<file path="src/rtl/et_sng_pkg.sv">
// Purpose: shared types, widths and helpers for the early-terminating SNG.
// Latency: n/a (declarations only).
// Backpressure: n/a.
package et_pkg;

  localparam int W  = 6;
  localparam int CW = $clog2(W + 1);

  typedef enum logic {
    ET_IDLE = 1'b0,
    ET_RUN  = 1'b1
  } et_state_t;

  // W-bit mirror: bit i of the input lands on bit W-1-i of the result.
  function automatic logic [W-1:0] rev_bits(input logic [W-1:0] v);
    logic [W-1:0] r;
    for (int i = 0; i < W; i++) begin
      r[i] = v[W-1-i];
    end
    return r;
  endfunction

endpackage

</file>
<file path="src/rtl/et_sng_if.sv">
// Purpose: request + bitstream handshake bundle for et_sng.
// Latency: n/a (wiring only).
// Backpressure: bit_valid/bit_ready on the stream side, start/ready on the load side.
// Ports: start/ready/Bx load a value; bit_out/bit_valid/bit_ready/last/len_log2 carry the stream.
interface et_sng_if;
  import et_pkg::*;

  logic          start;
  logic          ready;
  logic [W-1:0]  Bx;
  logic          bit_out;
  logic          bit_valid;
  logic          bit_ready;
  logic          last;
  logic [CW-1:0] len_log2;

  // master: the producer of requests and consumer of the stream
  modport master (
    output start, Bx, bit_ready,
    input  ready, bit_out, bit_valid, last, len_log2
  );

  // slave: the generator itself
  modport slave (
    input  start, Bx, bit_ready,
    output ready, bit_out, bit_valid, last, len_log2
  );

endinterface

</file>
<file path="src/rtl/et_sng_tz_count.sv">
// Purpose: trailing-zero count of a W-bit value; all-zero input yields W.
// Latency: combinational.
// Backpressure: none.
// Ports: v_i value in, tz_o count out (CW bits).
module tz_count
  import et_pkg::*;
(
  input  logic [W-1:0]  v_i,
  output logic [CW-1:0] tz_o
);

  // Scan from MSB down so the lowest set bit is the last one to write.
  always_comb begin
    tz_o = CW'(W);
    for (int i = W - 1; i >= 0; i--) begin
      if (v_i[i]) begin
        tz_o = CW'(i);
      end
    end
  end

endmodule

</file>
<file path="src/rtl/et_sng.sv">
// Purpose: convert Bx into a unipolar bitstream of exact length 2^(W-tz(Bx)).
// Latency: first bit valid the cycle after start is accepted; one idle bubble between streams.
// Backpressure: bit_ready=0 holds bit_out/last/cnt; start is only taken while ready.
// Ports: clk, rst_n (async active-low), bus (et_sng_if.slave).
module et_sng
  import et_pkg::*;
(
  input  logic    clk,
  input  logic    rst_n,
  et_sng_if.slave bus
);

  et_state_t     state_q;
  logic [W-1:0]  cnt_q;
  logic [W-1:0]  cnt_d;
  logic [W-1:0]  bx_q;
  logic [CW-1:0] len_q;
  logic [CW-1:0] tz;
  logic [W:0]    len_span;
  logic          run;
  logic          last_w;

  tz_count u_tz (
    .v_i  (bus.Bx),
    .tz_o (tz)
  );

  assign run   = (state_q == ET_RUN);
  assign cnt_d = cnt_q + W'(1);

  // W+1 bits so len_q == W (span 2^W) does not overflow.
  assign len_span = (W+1)'(1) << len_q;
  assign last_w   = run && ({1'b0, cnt_q} == (len_span - (W+1)'(1)));

  always_ff @(posedge clk or negedge rst_n) begin
    if (!rst_n) begin
      state_q <= ET_IDLE;
      cnt_q   <= '0;
      bx_q    <= '0;
      len_q   <= '0;
    end else begin
      case (state_q)
        ET_IDLE: begin
          if (bus.start) begin
            bx_q    <= bus.Bx;
            len_q   <= CW'(W) - tz;
            cnt_q   <= '0;
            state_q <= ET_RUN;
          end
        end
        ET_RUN: begin
          if (bus.bit_ready) begin
            if (last_w) begin
              cnt_q   <= '0;
              state_q <= ET_IDLE;
            end else begin
              cnt_q <= cnt_d;
            end
          end
        end
        default: state_q <= ET_IDLE;
      endcase
    end
  end

  // Outputs decode only from registered state, so start/Bx never reach them combinationally.
  assign bus.ready     = !run;
  assign bus.bit_valid = run;
  assign bus.bit_out   = run && (bx_q > rev_bits(cnt_q));
  assign bus.last      = last_w;
  assign bus.len_log2  = len_q;

endmodule

</file>
<file path="src/flat_wrapper.sv">
// flat-port wrapper written by rule: the top's interface ports become plain ports
module et_sng_flat import et_pkg::*;
  (clk, rst_n, bus_start, bus_Bx, bus_bit_ready, bus_ready, bus_bit_out, bus_bit_valid, bus_last, bus_len_log2);
  et_sng_if bus_i ();
  input  logic clk;
  input  logic rst_n;
  input wire logic [$bits(bus_i.start)-1:0] bus_start;
  input wire logic [$bits(bus_i.Bx)-1:0] bus_Bx;
  input wire logic [$bits(bus_i.bit_ready)-1:0] bus_bit_ready;
  output wire logic [$bits(bus_i.ready)-1:0] bus_ready;
  output wire logic [$bits(bus_i.bit_out)-1:0] bus_bit_out;
  output wire logic [$bits(bus_i.bit_valid)-1:0] bus_bit_valid;
  output wire logic [$bits(bus_i.last)-1:0] bus_last;
  output wire logic [$bits(bus_i.len_log2)-1:0] bus_len_log2;
  assign bus_i.start = bus_start;
  assign bus_i.Bx = bus_Bx;
  assign bus_i.bit_ready = bus_bit_ready;
  assign bus_ready = bus_i.ready;
  assign bus_bit_out = bus_i.bit_out;
  assign bus_bit_valid = bus_i.bit_valid;
  assign bus_last = bus_i.last;
  assign bus_len_log2 = bus_i.len_log2;
  et_sng u_core (.clk(clk), .rst_n(rst_n), .bus(bus_i));
endmodule
</file>
<file path="config.mk">
export PLATFORM = sky130hd
export DESIGN_NAME = et_sng_flat
export DESIGN_NICKNAME = d
export VERILOG_FILES = /design/src/rtl/et_sng_pkg.sv /design/src/rtl/et_sng_if.sv /design/src/rtl/et_sng_tz_count.sv /design/src/rtl/et_sng.sv /design/src/flat_wrapper.sv
export SDC_FILE = /design/constraint.sdc
export NUM_CORES = 1
export LEC_CHECK = 0
export ABC_AREA = 1
export CORE_AREA = 2 2 54 56
export DETAILED_ROUTE_END_ITERATION = 8
export DIE_AREA = 0 0 56 58
export GPL_TIMING_DRIVEN = 0
export PLACE_DENSITY = 0.77
export SLEW_MARGIN = 20
export SYNTH_ARGS = -nofsm -noshare
export SYNTH_HDL_FRONTEND = slang
export SYNTH_HIERARCHICAL = 1
export SYNTH_SLANG_ARGS = --single-unit
</file>
<file path="constraint.sdc">
create_clock -name clk -period 2.9 [get_ports clk]
set_input_delay 0.58 -clock clk [delete_from_list [all_inputs] [get_ports clk]]
set_output_delay 0.58 -clock clk [all_outputs]
set_load 0.05 [all_outputs]
</file>
==> flow_summary.yaml <==
clock_tree:
  clk_pin_slew_ns: 0.09
  cts.sinks: 16
  cts_tree: "done"
  clockBufferDepth: 2
  htreeDepth: 1
  cts-buffers-inserted: 3
  clk_latency_ns: 0.27
  cts_hold_buf: 0
  cts-root-buf: "clkbuf_4"
  cts_setup_buffers: 0
die:
  fp.dieH_um: 58
  die-area_mm2: 0.00325
  rows: 19
  core_mm2: 0.00266
  io-pin-count: 17
  die_width_um: 56
  initial_core_util_pct: 43.5
worst_setup_path:
  critPathBufInv: 3
  r2r_setup_slack_ns: 1.50
  worstSetupEndpointType: "output pin"
  cp_cell_sequence: "buf_6, nor2_2, nor2_1, nor2_1, nand2_1, nor2_2, nand3_2, inv_1, dlygate4sd2_1"
  reg2reg_depth: 9
  arrival_ns: 2.03
  critPathRequiredTime_ns: 2.32
  max_stage_delay_ns: 0.52
  slowest_stage: "dlygate4sd2_1"
  cp_top_family: "buffers and inverters"
  crit_fanout: 8
  path_depth: 9
  critPathLaunchType: "flip-flop"
  path_class: "reg2out"
routing:
  vias: 1090
  dr.pass1.iters: 4
  via_per_inst: 4.89
  drc: 0
  drt_wl_total_um: 2340
  avgRoutedWirePerCell_um: 10.5
  ant_nets: 0
  dr.first_iter.drc_count: 32
cells_and_area:
  area_growth_pct: 18.6
  fin_cells: 223
  final_core_util_pct: 51.6
  n_antenna_cell: 0
  layout.nets: 212
  drive_gt1_share_pct: 9.38
sta:
  finalHoldViolCount: 0
  max_freq_mhz: 383
  fin_crit_sh_pct: 90.0
  fin_skew_ns: 0.00430
  holdWs_ns: 0.494
  period_needed_ns: 2.61
  tightest_slew_ns: 0.717
  fin_tns_setup_ns: 0
  worst_slew_margin_rel_pct: 52.1
  setup_viol: 0
  rsz0062_at_grt: "no"
  finalMaxSlewViolations: 0
logic_synthesis:
  synth-seq-cells: 16
  syn-cell-area_mm2: 0.00116
  muxShareOfSynthArea_pct: 0
  synth_area_per_cell_um2: 6.70
  synthCells: 173
  synth_top_area_cell: "dfrtp_1"
  syn_nets: 191
  synth_fa_ha_area_share_pct: 8.64
  synth_compound_area_share_pct: 6.91
  yosysSeqAreaShare_pct: 34.6
  ys_types: 21
  synth_top_family_by_area: "simple AND/OR/NAND/NOR gates"
  synth_top_area_share_pct: 34.6
  synth-simple-area-share_pct: 40.1
  synthTopCellsByArea: "dfrtp_1 (35%), nand2_1 (22%), ha_1 (8.6%)"
  synth_xor_area_share_pct: 0.756
  yosys_warnings: 6
power_and_ir_drop:
  internal_power_uw: 705
  ir_drop_mv: 0.921
  clockPowerShare_pct: 7.4
  comb_power_share_pct: 65.7
  finalPower_mw: 1.52
  p_sw_share_pct: 53.7
  p_seq_share_pct: 26.9
  leakage_nw: 0.766
  p_switching_uw: 819
  power_density_mw_per_mm2: 1110
placed_design:
  dp.cells: 220
  dp_hpwl_um: 1850
  io_buffers: 16
  gp_congestion: 0.763
flow_run:
  maxCapViolations: 0
global_routing:
  grt_antenna_before_repair: 0
  grt_pass1_wl_um: 4000
  gr-total-overflow: 0
  grtUsageTotal_pct: 15.5
  grt_max_degree: 17
  grt_pass1_vias: 927
min_path:
  hold_path_depth: 2
  hold_class: "reg2reg"
run_status:
  status: "complete, no violations"
==> repair_timing <==
item	4_1_cts	5_1_grt
gates resized for setup	2	3
gates cloned	0	0
endpoints found under the setup margin	2	1
==> state kept, by name, indices dropped and copies added (netlist names) <==
name,count
u_core/bx_q,6
u_core/bus.len_log2,3
u_core/cnt_q,6
u_core/bus.bit_valid,1
==> per-stage QoR <==
stage	worst slack [ns]	instance area [um2]
3_3_place_gp	0.171	1360
6_report	0.289	1370
5_1_grt	0.132	1370
4_1_cts	0.0937	1380
3_5_place_dp	0.131	1360
2_1_floorplan	0.429	1160
==> cell families (layout without fill, tap and decap cells) <==
| family | after synthesis | in the layout |
|---|---|---|
| adders and majority gates | 8 | 8 |
| buffers and inverters | 24 | 43 |
| AOI/OAI and AO/OA | 15 | 15 |
| DFF | 16 | 16 |
| and+or+nand+nor | 109 | 109 |
| xor gates and xnor gates | 1 | 1 |
==> layer usage <==
metal | track usage (%) | up-vias | wire length, um
li1 | - | 580 | -
met1 | 20.1 | 482 | 1160
met2 | 27.2 | 26 | 1070
met3 | 1.56 | 2 | 84
met4 | 5.10 | 0 | 22
met5 | 0 | - | 0
==> worst reg2reg max path: cells and delay by family, from the launching register on <==
| family | cells | cell delay (ns) |
|---|---|---|
| buffers and inverters | 1 | 0.14 |
| flip-flops | 1 | 0.40 |
| AND/OR/NAND/NOR | 8 | 0.76 |
==> path summary, 6_finish.rpt <==
check                                       start                      to
setup reg to reg           u_core/bus.len_log2[1]         u_core/cnt_q[4]
hold / removal                     u_core/bx_q[1]          u_core/bx_q[1]
setup / recovery           u_core/bus.len_log2[1]                bus_last
hold reg to reg                    u_core/bx_q[1]          u_core/bx_q[1]
max in group asynchronous                   rst_n         u_core/cnt_q[2]
min in group asynchronous                   rst_n  u_core/bus.len_log2[2]
==> synthesized netlist by cell type <==
library cell and number:
nor3_2 1, dfrtp_1 16, inv_1 19, a31oi_1 1
o21ai_0 8, nand2_2 1, nor2_1 22, inv_2 3
a21oi_1 5, nand2_1 67, nand3_2 2, nand3_1 9
or2_1 1, nor3_1 1, xor2_1 1, nor2_2 3
nand3b_1 1, a21oi_2 1, nor2_4 1, buf_6 2
ha_1 8
==> cells in the final DEF (no fill, tap or decap) <==
cell / instances
nor2_4: 1
nand2_2: 1
nor3_1: 1
a21oi_2: 1
nor2_2: 3
nor2_1: 22
inv_2: 3
dfrtp_1: 16
ha_1: 8
o21ai_0: 8
clkdlybuf4s50_1: 14
nand2_1: 67
or2_1: 1
a21oi_1: 5
xor2_1: 1
nand3b_1: 1
clkbuf_2: 1
clkbuf_4: 3
buf_6: 2
a31oi_1: 1
nand3_2: 2
nor3_2: 1
dlygate4sd2_1: 1
nand3_1: 9
inv_1: 19
==> power by group through the flow <==
stage	Combinational (mW)	Sequential, mW	Clock (mW)
6_report	1.00	0.410	0.112
5_1_grt	1.11	0.425	0.130
4_1_cts	1.01	0.412	0.117
3_5_place_dp	1.02	0.415	0
3_3_place_gp	1.00	0.413	0
2_1_floorplan	0.687	0.482	0
==> cell type report <==
cell class / instances / area, um2
fill: 272 / 1290
multi-input combinational: 133 / 653
sequential: 16 / 400
timing repair buffer: 16 / 154
inverter: 22 / 82.6
tap: 31 / 38.8
clock buffer: 3 / 22.5
buffer: 2 / 22.5
Power figures use the tool's default switching activity.
